### src/rtl/dsky_relay_decoder.sv
// ---------------------------------------------------------------------------
// dsky_relay_decoder
//
// Consumes the AGC relay-word bus (RLYB01..11 data, RYWD12/13/14/16 row code)
// and maintains a 12-row DSKY relay image. The bus is asynchronous, so it is
// first synchronised. A word is committed only after it has been seen unchanged
// for STABLE_CYCLES consecutive sample comparisons. This filters the glitches
// that appear between AGC output register updates.
//
// Ports
//   SIM_CLK      in   1   single clock for all logic
//   SIM_RST      in   1   synchronous, active-high reset
//   rlyb         in   11  relay data {RLYB11..RLYB01}, asynchronous
//   rywd         in   4   row code {RYWD16,RYWD14,RYWD13,RYWD12}, asynchronous
//   wr_stb       out  1   one-cycle pulse: image row updated this cycle
//   wr_row       out  4   committed row (1..12), held between commits
//   wr_data      out  11  committed data, held between commits
//   rd_row       in   4   image read address
//   rd_data      out  11  image[rd_row] one cycle later; 0 for rows 0,13..15
//   bad_row_cnt  out  8   saturating count of stable words with row 13..15
//   dbg_state    out  2   current FSM state (IDLE=0 SETTLE=1 ACCEPT=2 DONE=3)
//
// Handshake: there is no flow control. wr_stb qualifies wr_row/wr_data for
// exactly one cycle and cannot be back-pressured. rd_row is always accepted,
// and rd_data answers it one cycle later.
// ---------------------------------------------------------------------------
module dsky_relay_decoder #(
  parameter int STABLE_CYCLES = 256,
  parameter int CNT_W         = 9
) (
  input  logic        SIM_CLK,
  input  logic        SIM_RST,
  input  logic [10:0] rlyb,
  input  logic [3:0]  rywd,
  output logic        wr_stb,
  output logic [3:0]  wr_row,
  output logic [10:0] wr_data,
  input  logic [3:0]  rd_row,
  output logic [10:0] rd_data,
  output logic [7:0]  bad_row_cnt,
  output logic [1:0]  dbg_state
);

  typedef enum logic [1:0] {
    IDLE   = 2'd0,
    SETTLE = 2'd1,
    ACCEPT = 2'd2,
    DONE   = 2'd3
  } state_t;

  localparam logic [CNT_W-1:0] CNT_MAX = CNT_W'(STABLE_CYCLES - 1);
  localparam logic [CNT_W-1:0] CNT_ONE = CNT_W'(1);

  // Two-flop synchronisers; the second stage is the working sample s.
  logic [10:0] data_meta, s_data;
  logic [3:0]  row_meta, s_row;

  // p holds the previous sample that s is compared against.
  logic [14:0] p;
  logic [14:0] s;

  logic [CNT_W-1:0] cnt, cnt_n;
  state_t           state, state_n;
  logic             load_p;
  logic             commit;
  logic             same;

  // Row image. Rows 0 and 13..15 are never written and stay 0, which also
  // makes them read back as 0 without extra masking.
  logic [10:0] image [16];

  assign s         = {s_row, s_data};
  assign same      = (s == p);
  assign dbg_state = state;

  // Next-state logic. The counter loads 1 when a new word is captured into p.
  // It then advances once per equal comparison and stops at CNT_MAX. When it
  // is at CNT_MAX and s still equals p, the FSM arms (ACCEPT). The word
  // commits on the following equal comparison. A word therefore needs
  // STABLE_CYCLES consecutive equal comparisons after its capture.
  always_comb begin
    state_n = state;
    cnt_n   = cnt;
    load_p  = 1'b0;
    commit  = 1'b0;
    case (state)
      IDLE: begin
        cnt_n = '0;
        if (s_row != 4'd0) begin
          state_n = SETTLE;
          cnt_n   = CNT_ONE;
          load_p  = 1'b1;
        end
      end
      SETTLE, ACCEPT: begin
        if (!same) begin
          load_p = 1'b1;
          if (s_row == 4'd0) begin
            state_n = IDLE;
            cnt_n   = '0;
          end else begin
            state_n = SETTLE;
            cnt_n   = CNT_ONE;
          end
        end else if (state == ACCEPT) begin
          commit  = 1'b1;
          state_n = DONE;
        end else if (cnt == CNT_MAX) begin
          state_n = ACCEPT;
        end else begin
          cnt_n = cnt + CNT_ONE;
        end
      end
      DONE: begin
        // Word already committed; only a change re-arms settling.
        if (!same) begin
          load_p = 1'b1;
          if (s_row == 4'd0) begin
            state_n = IDLE;
            cnt_n   = '0;
          end else begin
            state_n = SETTLE;
            cnt_n   = CNT_ONE;
          end
        end
      end
      default: begin
        state_n = IDLE;
        cnt_n   = '0;
      end
    endcase
  end

  always_ff @(posedge SIM_CLK) begin
    if (SIM_RST) begin
      data_meta   <= '0;
      row_meta    <= '0;
      s_data      <= '0;
      s_row       <= '0;
      p           <= '0;
      cnt         <= '0;
      state       <= IDLE;
      wr_stb      <= 1'b0;
      wr_row      <= '0;
      wr_data     <= '0;
      rd_data     <= '0;
      bad_row_cnt <= '0;
      for (int i = 0; i < 16; i++) begin
        image[i] <= '0;
      end
    end else begin
      data_meta <= rlyb;
      row_meta  <= rywd;
      s_data    <= data_meta;
      s_row     <= row_meta;
      state     <= state_n;
      cnt       <= cnt_n;
      wr_stb    <= 1'b0;
      if (load_p) begin
        p <= s;
      end
      // Registered read samples the image before this edge's write lands,
      // so a same-cycle read returns the old row value.
      rd_data <= image[rd_row];
      if (commit) begin
        if (s_row <= 4'd12) begin
          image[s_row] <= s_data;
          wr_stb       <= 1'b1;
          wr_row       <= s_row;
          wr_data      <= s_data;
        end else if (bad_row_cnt != 8'hFF) begin
          bad_row_cnt <= bad_row_cnt + 8'd1;
        end
      end
    end
  end

endmodule

### config.mk
export PLATFORM = sky130hd
export DESIGN_NAME = dsky_relay_decoder
export DESIGN_NICKNAME = d
export VERILOG_FILES = /design/src/rtl/dsky_relay_decoder.sv
export SDC_FILE = /design/constraint.sdc
export NUM_CORES = 1
export LEC_CHECK = 0
export ABC_AREA = 1
export CAP_MARGIN = 0
export CORE_AREA = 2 2 141 143
export CTS_CLUSTER_DIAMETER = 60
export DETAILED_ROUTE_END_ITERATION = 10
export DIE_AREA = 0 0 143 145
export PLACE_DENSITY_LB_ADDON = 0.3
export SLEW_MARGIN = 15
export SYNTH_ARGS = -nofsm -noshare
export SYNTH_HDL_FRONTEND = slang
export SYNTH_SLANG_ARGS = --single-unit
### constraint.sdc
create_clock -name SIM_CLK -period 3.38 [get_ports SIM_CLK]
set_input_delay 0.507 -clock SIM_CLK [delete_from_list [all_inputs] [get_ports SIM_CLK]]
set_output_delay 0.507 -clock SIM_CLK [all_outputs]
set_load 0.01 [all_outputs]
# After elaboration in Yosys (flattened, before gate mapping)
# Memory sizes are Yosys's and may differ from the RTL's. A register that Yosys moved wholly into a read port is not among the register bits.
# Index checks and enable logic that the tools add are counted.
# word_totals
inputBits	21
mem_count	1
latch_bits	0
mem_bits_ro	0
word_cells	66
ff_bits	80
mem_bits_rw	176
# memory_table
name	words	word_bits	read_ports	rd_ports_with_merged_regs	write_ports	line_no	source
image	16	11	1	1	16	70	logic [10:0] image [16];
# op_classes
bitwise_logic	1
mul	0
n_addsub	2
n_reduce_logical	10
div_mod_pow	0
order_cmp	1
muxes	29
shifts	0
eq_ne	11
# op_table
operator	n
9-bit 2-to-1 mux	4
9-bit case mux with 3 select lines	1
15-bit equality test	1
1-bit 2-to-1 mux	15
11-bit 2-to-1 mux	1
11-bit OR reduction	1
2-bit 2-to-1 mux	5
9-bit by 1-bit adder with 9-bit output, second input constant	1
9-bit by 8-bit equality test with 1-bit output, second input constant	1
3-bit AND reduction	3
8-bit by 1-bit adder with 8-bit output, second input constant	1
8-bit != test, second input constant	1
3-bit != test, second input constant	2
2-bit case mux with 3 select lines	1
2-bit equality test, second input constant	2
4-bit less-or-equal comparator, second input constant	1
4-bit zero test	1
4-bit 2-to-1 mux	1
2-bit != test, second input constant	2
4-bit != test, second input constant	1
4-bit nonzero test	1
3-bit OR reduction	1
2-bit by 1-bit equality test with 1-bit output, second input constant	1
2-bit zero test	1
other kinds (4)	4

# Depth between registers and ports, before layout
# Gate-level depths: netlist of run 1.
# depth
depth_word	9
depth_mapped	14

# Least setup slack after synthesis of run 1
# No wires, ideal clock.
# synth_path
path_type	reg2reg
start	reg s_row[0]
end	mem image[12][0] (enable)
stages_incl_launch_ff	14
arrival_time_ps	2291
path_buffers	1
slack_ps	695
synth_period_minus_slack_ps	2685
t_required_ps	2986
cell_sequence	dfxtp_1 -> inv_2 -> nand2_1 -> nand2_1 -> nor2_2 -> nand2_2 -> nor2_4 -> nand3_4 -> nor2_8 -> nand2_4 -> inv_2 -> nand3_2 -> buf_6 -> o21ai_0
# synth_rtl
item	line_no	source
from (decl)	56	logic [3:0] row_meta, s_row;
from (signal assigned)	155	s_row <= row_meta;
to (decl)	70	

==> impl_metrics.csv, run 1 <==
group,metric,value,unit
yosys,synth_compound_area_share,12.34,%
route,drt-initial-drc-count,825,
cells_and_area,area_delta_synth_final,14.34,%
clock_tree,cts_tree,"built",
grt,grt_max_degree,89,
clock_tree,cts_hold_buf,0,
power,vdd_drop_max,483.5,uV
yosys,avgSynthCellArea,9.953,sq um
grt,grt_overflow,0,
placed_design,gp_congestion,0.8841,
yosys,netlist_area,11380,sq um
sta,fin_crit,2863,ps
yosys,ys_types,34,
clock_tree,post_cts_resized,0,
cells_and_area,nets,1228,
sta,fin_crit_sh,84.70,%
min_path,hold_path_class,"reg2reg",
cells_and_area,n_antenna_cell,0,
grt,first_global_vias,7867,
route,antenna_left,0,
yosys,yosysSeqAreaShare,62.47,%
placed_design,dp_cells,1437,
cells_and_area,instances_no_fill,1485,
route,remaining_drc_errors,0,
yosys,yosys.area_share.simple,17.56,%
yosys,synth_top_cell_by_area,"edfxtp_1",
critical_path,crit_fanout,16,
sta,slew_viol_final,0,
route,routed_wl,25830,um
cells_and_area,regArea,7107,sq um
floorplan,dieWidth,143,um
cells_and_area,multi_input_area,3654,sq um
grt,grt_use_total,25.06,%
yosys,synth_cells,1143,
yosys,muxShareOfSynthArea,0,%
route,drtPass1Iterations,5,
sta,fin_skew,14.13,ps
floorplan,die-area,20740,sq um
floorplan,initial_core_util,59.23,%
grt,grt_pass1_wl,40970,um
sta,worst_pin_slew,950.9,ps
sta,max_slew_margin,36.61,%
critical_path,cpPeakStageDelay,440,ps
sta,fmax,349.3,MHz
clock_tree,cts_root_buf,"clkbuf_16",
route,viasPerCell,5.598,
placed_design,dp_hpwl,16570,um
outcome,outcome,"finished, final reports clean",
clock_tree,h-tree-depth,1,
critical_path,crit_required,3550,ps
yosys,synth_fa_ha_area_share,0.6599,%
power,p_leak,4.697,nW
sta,tns,0,ps
sta,finalHoldViolations,0,
yosys,yosysTopAreaCellShare,46.46,%
floorplan,num_rows,51,
yosys,synth_top_family_by_area,"simple AND/OR/NAND/NOR gates",
yosys,synthTopCellsByArea,"edfxtp_1 46%, dfxtp_1 16%, nor2_1 8.2%, o21ai_0 5.8%, nand2_1 3.3%",
clock_tree,path_clk_slew,60,ps
placed_design,numPortBuffers,57,
critical_path,path_class,"reg2reg",
critical_path,cp_cell_sequence,"inv_1, nand2_1, nand2_1, nor2_2, nand2_2, nor2_4, nand3_4, nor2_8, nand2_4, nor3_2, nand2_1, nand2_1",
yosys,synth_xor_area_share,0.4619,%
clock_tree,clock-sinks,267,
floorplan,fp.dieH,145,um
sta,rsz0062_at_grt,"no",
cells_and_area,num-fill-cells,1398,
critical_path,cp_common_cell,"nand2_1",
clock_tree,cts.path.max_buffers,3,
critical_path,crit_path_start_kind,"register",
run,maxCapViolCount,0,
clock_tree,cts_setup_buffers,0,
clock_tree,numCtsBuffers,27,
critical_path,critPathCaptureType,"register",
power,cellPowerDensity,550.6,nW/um^2
route,wire_per_inst,17.39,um
critical_path,crit_slowest_cell,"nand2_1",
yosys,ys_seq_elements,267,
sta,hold_slack,402.5,ps
floorplan,ios,58,
route,vias,8313,
yosys,yosysWarnings,0,
clock_tree,worstSkewPairLatency,530,ps
cells_and_area,drive_above_1_share,9.590,%
sta,setup_viol_count_final,0,
grt,antenna_found_initial,0,
floorplan,core-area,19210,sq um
critical_path,arrival,3040,ps
path summary, 6_finish.rpt:
path                              startpoint          end  slack, ps  cells past startpoint
worst max-delay path              s_data[10]  image[2][0]        520                     12
worst min-delay path            data_meta[8]    s_data[8]        400                      2
worst max register to register    s_data[10]  image[2][0]        520                     12
worst min register to register  data_meta[8]    s_data[8]        400                      2
per-layer routing:
layer | vias to the layer above | GRT usage [%] | part of all wire [%]
met5 | - | 0 | 0
met1 | 3897 | 34.06 | 41
met2 | 369 | 40.36 | 47
met4 | 0 | 9.851 | 4.1
met3 | 77 | 4.158 | 7.4
li1 | 3970 | - | -
logic make-up after synthesis:
kind of cell / count (synthesis)
simple gates: 440
flops: 267
compound gates: 245
buf+inv: 178
xor+xnor: 6
fa+ha+maj: 6
other cells: 1
cells in the final DEF, fill, tap and decap left out, types with 3 or more instances in the layout:
cell,synthesis,routed
a21oi_1,49,49
clkbuf_1,64,13
conb_1,1,33
nor3_1,20,20
nand4_1,6,6
clkbuf_8,0,6
inv_2,11,12
clkbuf_16,0,27
o21ai_0,131,131
o22ai_1,16,16
nor2_1,249,249
edfxtp_1,176,176
nor2_4,3,3
nand2_1,101,101
xor2_1,3,3
ha_1,6,6
xnor2_1,3,3
dfxtp_1,91,91
nand2_2,4,4
nor3_2,31,31
clkdlybuf4s50_1,0,55
a211oi_1,3,3
buf_4,0,21
nor2_2,3,3
o211ai_1,16,16
nand3_1,18,18
o221ai_1,28,28
inv_1,84,84
cell usage after synthesis:
library cell and number:
o21a_1 1, buf_2 6, xor2_1 3, nand3_1 18, xnor2_1 3, nand3_2 2
nand2_1 101, nand2_2 4, nor2_8 1, nand3_4 1, buf_1 4, nand2_4 1
o221ai_1 28, conb_1 1, o211ai_1 16, nor2_4 3, nor3_1 20, nor3_2 31
dfxtp_1 91, nor2_1 249, clkinv_1 1, nor2_2 3, a211oi_1 3, ha_1 6
clkbuf_1 64, nand4_1 6, o22ai_1 16, edfxtp_1 176, o21ai_0 131, inv_2 11
o21bai_1 1, inv_1 84, buf_6 8, a21oi_1 49
metrics by stage:
| stage | utilization [%] | power [W] | cell area, sq um | setup slack, ps |
|---|---|---|---|---|
| floorplan | - | 0.004212 | 11500 | 695.2 |
| global route | 67.72 | 0.007397 | 13010 | 288.0 |
| CTS | 67.72 | 0.007174 | 13010 | 548.5 |
| global placement | 63.47 | 0.004423 | 12190 | 636.0 |
| finish | 67.72 | 0.007163 | 13010 | 517.1 |
| detailed placement | 63.47 | 0.004445 | 12190 | 581.7 |
critical path: cells and delay by family (launching register included):
kind	cells	cell delay (ps)
flops	1	330
buf+inv	1	260
simple gates	11	1920
where the power goes:
| part | internal (W) | switching, W | total, W |
|---|---|---|---|
| Combinational | 0.000222 | 0.000456 | 0.000678 |
| Sequential | 0.00364 | 0.0000730 | 0.00371 |
| Clock | 0.00161 | 0.00117 | 0.00277 |
| Total | 0.00547 | 0.00170 | 0.00716 |
state kept, by name (all words and copies together), names as in the netlist, 8 cells and up:
name         count
bad_row_cnt      8
cnt              9
data_meta       11
image          176
p               15
rd_data         11
s_data          11
wr_data         11
cell type report:
cell class | count | area share [%]
clock inverters | 2 | 0.07695
flip-flops and latches | 267 | 54.64
repair buffers | 79 | 5.675
well taps | 265 | 2.549
clock buffers | 46 | 6.204
inverters | 96 | 2.770
multi-input cells | 730 | 28.09
Note: power is estimated with default switching activity, not from simulation.
==> run 2, diff against run 1 <==
--- a/config.mk
+++ b/config.mk
@@ -7,10 +7,10 @@
 export LEC_CHECK = 0
 export ABC_AREA = 1
 export CAP_MARGIN = 0
-export CORE_AREA = 2 2 141 143
+export CORE_AREA = 2 2 149 151
 export CTS_CLUSTER_DIAMETER = 60
 export DETAILED_ROUTE_END_ITERATION = 10
-export DIE_AREA = 0 0 143 145
+export DIE_AREA = 0 0 151 153
 export PLACE_DENSITY_LB_ADDON = 0.3
 export SLEW_MARGIN = 15
 export SYNTH_ARGS = -nofsm -noshare
==> constraint.sdc (replaced) <==
create_clock -name SIM_CLK -period 2.4 [get_ports SIM_CLK]
set_input_delay 0.36 -clock SIM_CLK [delete_from_list [all_inputs] [get_ports SIM_CLK]]
set_output_delay 0.36 -clock SIM_CLK [all_outputs]
set_load 0.01 [all_outputs]
==> run 2 against run 1 <==
Net effect: non-clock buffer count is 32 higher; global-route usage is 1.8 points lower; clock skew is 6.4 ps lower; clock-buffer cell count is 2 lower; wire length is 2.2% higher; total power is 47% higher; final cell count is 3.4% higher; die area is 11% higher; sequential power is 41% higher; largest power group unchanged.
==> impl_metrics.csv, run 2 (synthesis results as in run 1) <==
group,metric,value,unit
floorplan,core-area,21490,sq um
clock_tree,clock-sinks,267,
placed_design,numPortBuffers,57,
route,vias,8290,
cells_and_area,multi_input_area,3720,sq um
clock_tree,cts.path.max_buffers,3,
critical_path,crit_slowest_cell,"dfxtp_1",
power,p_switching,0.002469,W
cells_and_area,final_common_cell,"nor2_1",
cells_and_area,regArea,7107,sq um
critical_path,crit_fanout,11,
grt,first_global_vias,8138,
floorplan,initial_core_util,52.95,%
sta,fmax,451.0,MHz
sta,worst_pin_slew,762.8,ps
critical_path,crit_required,2640,ps
critical_path,path_buf_inv,2,
placed_design,dp_hpwl,16900,um
floorplan,die-area,23100,sq um
power,swShare,23.50,%
power,power_frac_clock,40.7,%
sta,setup_viol_count_final,0,
clock_tree,worstSkewPairLatency,530,ps
cells_and_area,utilization,62.70,%
sta,slew_viol_final,0,
grt,grt_use_total,23.27,%
critical_path,crit_path_start_kind,"register",
power,p_leak,4.928,nW
cells_and_area,nets,1261,
run,maxCapViolCount,0,
cells_and_area,num-fill-cells,1720,
route,wire_per_inst,17.19,um
route,viasPerCell,5.397,
critical_path,crit_family,"simple AND/OR/NAND/NOR gates",
sta,rsz0062_at_grt,"yes",
outcome,outcome,"finished, final reports clean",
clock_tree,path_clk_slew,60,ps
cells_and_area,drive_above_1_share,13.30,%
placed_design,gp_congestion,0.8556,
power,intPower,0.008037,W
cells_and_area,largest_register,"image",
clock_tree,cts_tree,"built",
cells_and_area,top_regs,"image (176), p (15)",
critical_path,path_class,"reg2reg",
power,comb_power_share,9.6,%
cells_and_area,area_delta_synth_final,18.42,%
route,routed_wl,26410,um
sta,tns,0,ps
sta,max_slew_margin,49.09,%
route,antenna_left,0,
min_path,hold_path_class,"in2reg",
grt,grt_max_degree,89,
critical_path,cp_common_cell,"nand2_1",
clock_tree,cts_hold_buf,0,
critical_path,cpPeakStageDelay,370,ps
grt,grt_pass1_wl,42150,um
clock_tree,cts_root_buf,"clkbuf_16",
power,vdd_drop_max,521.4,uV
grt,antenna_found_initial,1,
clock_tree,numCtsBuffers,28,
floorplan,num_rows,54,
route,drtPass1Iterations,5,
power,seq_power_share,49.7,%
critical_path,critPathCaptureType,"register",
sta,finalHoldViolations,0,
critical_path,arrival,2450,ps
floorplan,ios,58,
sta,fin_crit,2217,ps
clock_tree,h-tree-depth,1,
critical_path,cp_cell_sequence,"inv_2, nand2_1, nand2_1, nor2_2, nand2_2, nor2_4, nand3_4, nor2_8, nand3_2, nor2_4, nand2_2, nand2_1, buf_4",
cells_and_area,largest_reg_flops,176,
sta,fin_crit_sh,92.38,%
route,remaining_drc_errors,0,
sta,fin_skew,7.708,ps
floorplan,fp.dieH,153,um
power,cellPowerDensity,779.9,nW/um^2
cells_and_area,n_antenna_cell,0,
cells_and_area,mostFrequentLayoutCells,"248 x nor2_1, 176 x edfxtp_1, 128 x o21ai_0",
route,drt-initial-drc-count,807,
sta,hold_slack,239.7,ps
floorplan,dieWidth,151,um
grt,grt_overflow,0,
==> run 2: cell count changes in the layout (fill, tap and decap cells not counted), moves of 3 or more <==
cell,previous run,this run
buf_4,21,48
clkinv_1,0,3
nand2_2,4,7
clkbuf_16,27,30
nand2_1,101,95
o21ai_0,131,128
nand2_4,1,4
clkbuf_1,13,7
==> run 2: per-layer routing <==
layer	part of all wire [%]	global-route usage (%)
met1	41	32.20
met4	3.2	9.524
met2	47	36.52
met5	0.049	0
met3	8.6	4.060
==> run 2: worst register-to-register path, delay by kind of cell (launching register included) <==
family	cells	cell delay [ps]
buf+inv	2	270
flops	1	370
simple gates	11	1280
==> run 2: path summary, 6_finish.rpt <==
kind                              startpoint           end  slack (ps)  cells after the start
worst max-delay path                s_row[0]  image[11][9]         180                     13
worst min-delay path                 SIM_RST        wr_stb         240                      4
worst min register to register  data_meta[3]     s_data[3]         400                      2
worst max register to register      s_row[0]  image[11][9]         180                     13
==> run 2: stage by stage <==
step	cell area, sq um	worst slack [ps]	std cells	total power, W
4_1_cts	13390	37.33	1534	0.01055
2_1_floorplan	11500	-284.8	1175	0.005933
6_report	13470	182.9	1536	0.01051
3_5_place_dp	12460	50.44	1482	0.006293
3_3_place_gp	12460	141.1	1482	0.006260
5_1_grt	13470	-80.02	1536	0.01090
==> run 2: power groups by stage <==
stage          logic [W]  registers (W)  clock network (W)
2_1_floorplan   0.000627        0.00531                  0
3_3_place_gp    0.000953        0.00531                  0
3_5_place_dp    0.000974        0.00532                  0
5_1_grt          0.00111        0.00525            0.00455
4_1_cts         0.000979        0.00522            0.00435
6_report         0.00100        0.00522            0.00428
==> run 2: timing repair <==
item,in CTS,in global routing
resized for setup,0,23
endpoints found under the setup margin,0,139
buffers inserted,0,1
==> run 2: area by class of cell <==
class | instances | area share (%)
Clock buffer | 44 | 6.418
Clock inverter | 8 | 0.4551
Inverter | 96 | 2.675
Multi-Input combinational cell | 730 | 27.61
Sequential cell | 267 | 52.75
Tap cell | 280 | 2.601
Timing Repair Buffer | 111 | 7.486
==> run 3, diff against run 2 <==
--- a/config.mk
+++ b/config.mk
@@ -9,6 +9,7 @@
 export CAP_MARGIN = 0
 export CORE_AREA = 2 2 149 151
 export CTS_CLUSTER_DIAMETER = 60
+export CTS_CLUSTER_SIZE = 14
 export DETAILED_ROUTE_END_ITERATION = 10
 export DIE_AREA = 0 0 151 153
 export PLACE_DENSITY_LB_ADDON = 0.3
==> run 3 against run 2 <==
Net effect: sequential cell count unchanged; clock skew grew 9.0 ps; total power decreased by 5.6%; non-clock buffer count is the same; sequential share of layout area rose by 0.77 points; die area is the same; wire length up 0.46%; utilization down 0.90 points; critical path type unchanged; critical endpoint is now image[11][5]; largest cell class unchanged.
==> impl_metrics.csv, run 3 (synthesis results as in run 1) <==
group,metric,value,unit
outcome,outcome,"finished, final reports clean",
clock_tree,cts_root_buf,"clkbuf_16",
sta,rsz0062_at_grt,"yes",
route,viasPerCell,5.434,
cells_and_area,drive_above_1_share,12.50,%
placed_design,dp_cells,1482,
power,power_frac_clock,37.2,%
grt,first_global_vias,8151,
cells_and_area,n_antenna_cell,0,
critical_path,critPathCaptureType,"register",
power,swShare,24.15,%
floorplan,initial_core_util,52.95,%
grt,grt_max_degree,89,
clock_tree,cts_tree,"built",
route,antenna_left,0,
clock_tree,path_clk_slew,60,ps
clock_tree,clock-sinks,267,
sta,max_slew_margin,47.94,%
sta,tns,0,ps
critical_path,arrival,2440,ps
cells_and_area,area_delta_synth_final,16.73,%
cells_and_area,nets,1257,
critical_path,crit_required,2620,ps
route,remaining_drc_errors,0,
cells_and_area,post-route-cell-area,13280,sq um
route,drtPass1Iterations,8,
cells_and_area,final_common_cell,"nor2_1",
route,drt-initial-drc-count,868,
clock_tree,cts_hold_buf,0,
placed_design,placed_cell_area,12460,sq um
clock_tree,h-tree-depth,1,
power,p_switching,0.002396,W
floorplan,die-area,23100,sq um
sta,worst_pin_slew,780.0,ps
sta,slew_viol_final,0,
floorplan,core-area,21490,sq um
sta,hold_slack,260.2,ps
sta,fin_crit_sh,92.25,%
run,maxCapViolCount,0,
cells_and_area,largest_register,"image",
cells_and_area,utilization,61.80,%
route,vias,8303,
placed_design,numPortBuffers,57,
floorplan,fp.dieH,153,um
grt,antenna_found_initial,0,
placed_design,dp_hpwl,16900,um
floorplan,dieWidth,151,um
power,comb_power_share,10.1,%
grt,grt_use_total,23.27,%
placed_design,gp_congestion,0.8556,
power,cellPowerDensity,747.1,nW/um^2
critical_path,crit_path_start_kind,"register",
critical_path,path_class,"reg2reg",
min_path,hold_path_class,"in2reg",
critical_path,crit_fanout,11,
grt,grt_pass1_wl,42060,um
sta,setup_viol_count_final,0,
power,intPower,0.007524,W
floorplan,num_rows,54,
power,vdd_drop_max,647.9,uV
power,p_leak,4.837,nW
sta,fin_crit,2214,ps
cells_and_area,instances_no_fill,1528,
power,seq_power_share,52.6,%
route,wire_per_inst,17.36,um
clock_tree,worstSkewPairLatency,530,ps
floorplan,ios,58,
sta,fmax,451.7,MHz
sta,fin_skew,16.71,ps
route,routed_wl,26530,um
clock_tree,cts.path.max_buffers,3,
grt,grt_overflow,0,
cells_and_area,mostFrequentLayoutCells,"248 x nor2_1, 176 x edfxtp_1, 128 x o21ai_0",
sta,finalHoldViolations,0,
clock_tree,numCtsBuffers,24,
cells_and_area,top_regs,"image (176), p (15)",
cells_and_area,largest_reg_flops,176,
-- run 3: timing repair --
item / CTS / global route
setup endpoints to repair: 0 / 139
buffers inserted: 0 / 1
resized for setup: 0 / 22
-- run 3: path summary, 6_finish.rpt --
kind | start | to | slack, ps | depth (start not counted)
max reg2reg | s_row[0] | image[11][5] | 190 | 13
min reg2reg | data_meta[3] | s_data[3] | 400 | 2
min | SIM_RST | wr_stb | 260 | 4
max | s_row[0] | image[11][5] | 190 | 13
-- run 3: metal layers --
layer  global-route usage, %  vias up  wire length, um
met2                   37.19      365            12530
met3                   4.209       67             2291
met1                   31.61     3836            10840
li1                        -     4035                -
met5                       0        -                0
met4                   9.257        0              859
-- run 3: cell type report --
type | instances | area [sq um]
Timing Repair Buffer | 111 | 1007
Clock inverter | 5 | 27.53
Tap cell | 280 | 350.3
Fill cell | 1740 | 8207
Inverter | 96 | 360.3
Clock buffer | 39 | 719.4
Multi-Input combinational cell | 730 | 3707
Sequential cell | 267 | 7107
-- run 3: stage by stage --
stage | power (W) | worst slack, ps
detailed placement | 0.006293 | 50.44
global placement | 0.006260 | 141.1
finish | 0.009920 | 185.9
CTS | 0.009975 | 40.12
global route | 0.01029 | -80.07
floorplan | 0.005933 | -284.8
-- run 3: critical path, cell delays in order, from the launching register on --
cell and delay [ps]:
dfxtp_1 380, inv_2 80, nand2_1 60, nand2_1 50, nor2_2 80, nand2_2 70
nor2_4 160, nand3_4 150, nor2_8 150, nand3_2 140, nor2_4 230, nand2_2 90
nand2_1 70, buf_4 190
-- run 3: power by group through the flow --
stage	logic, W	clock network [W]	registers, W
global placement	0.000953	0	0.00531
detailed placement	0.000974	0	0.00532
global route	0.00111	0.00393	0.00524
floorplan	0.000627	0	0.00531
CTS	0.000982	0.00377	0.00522
finish	0.00101	0.00369	0.00522
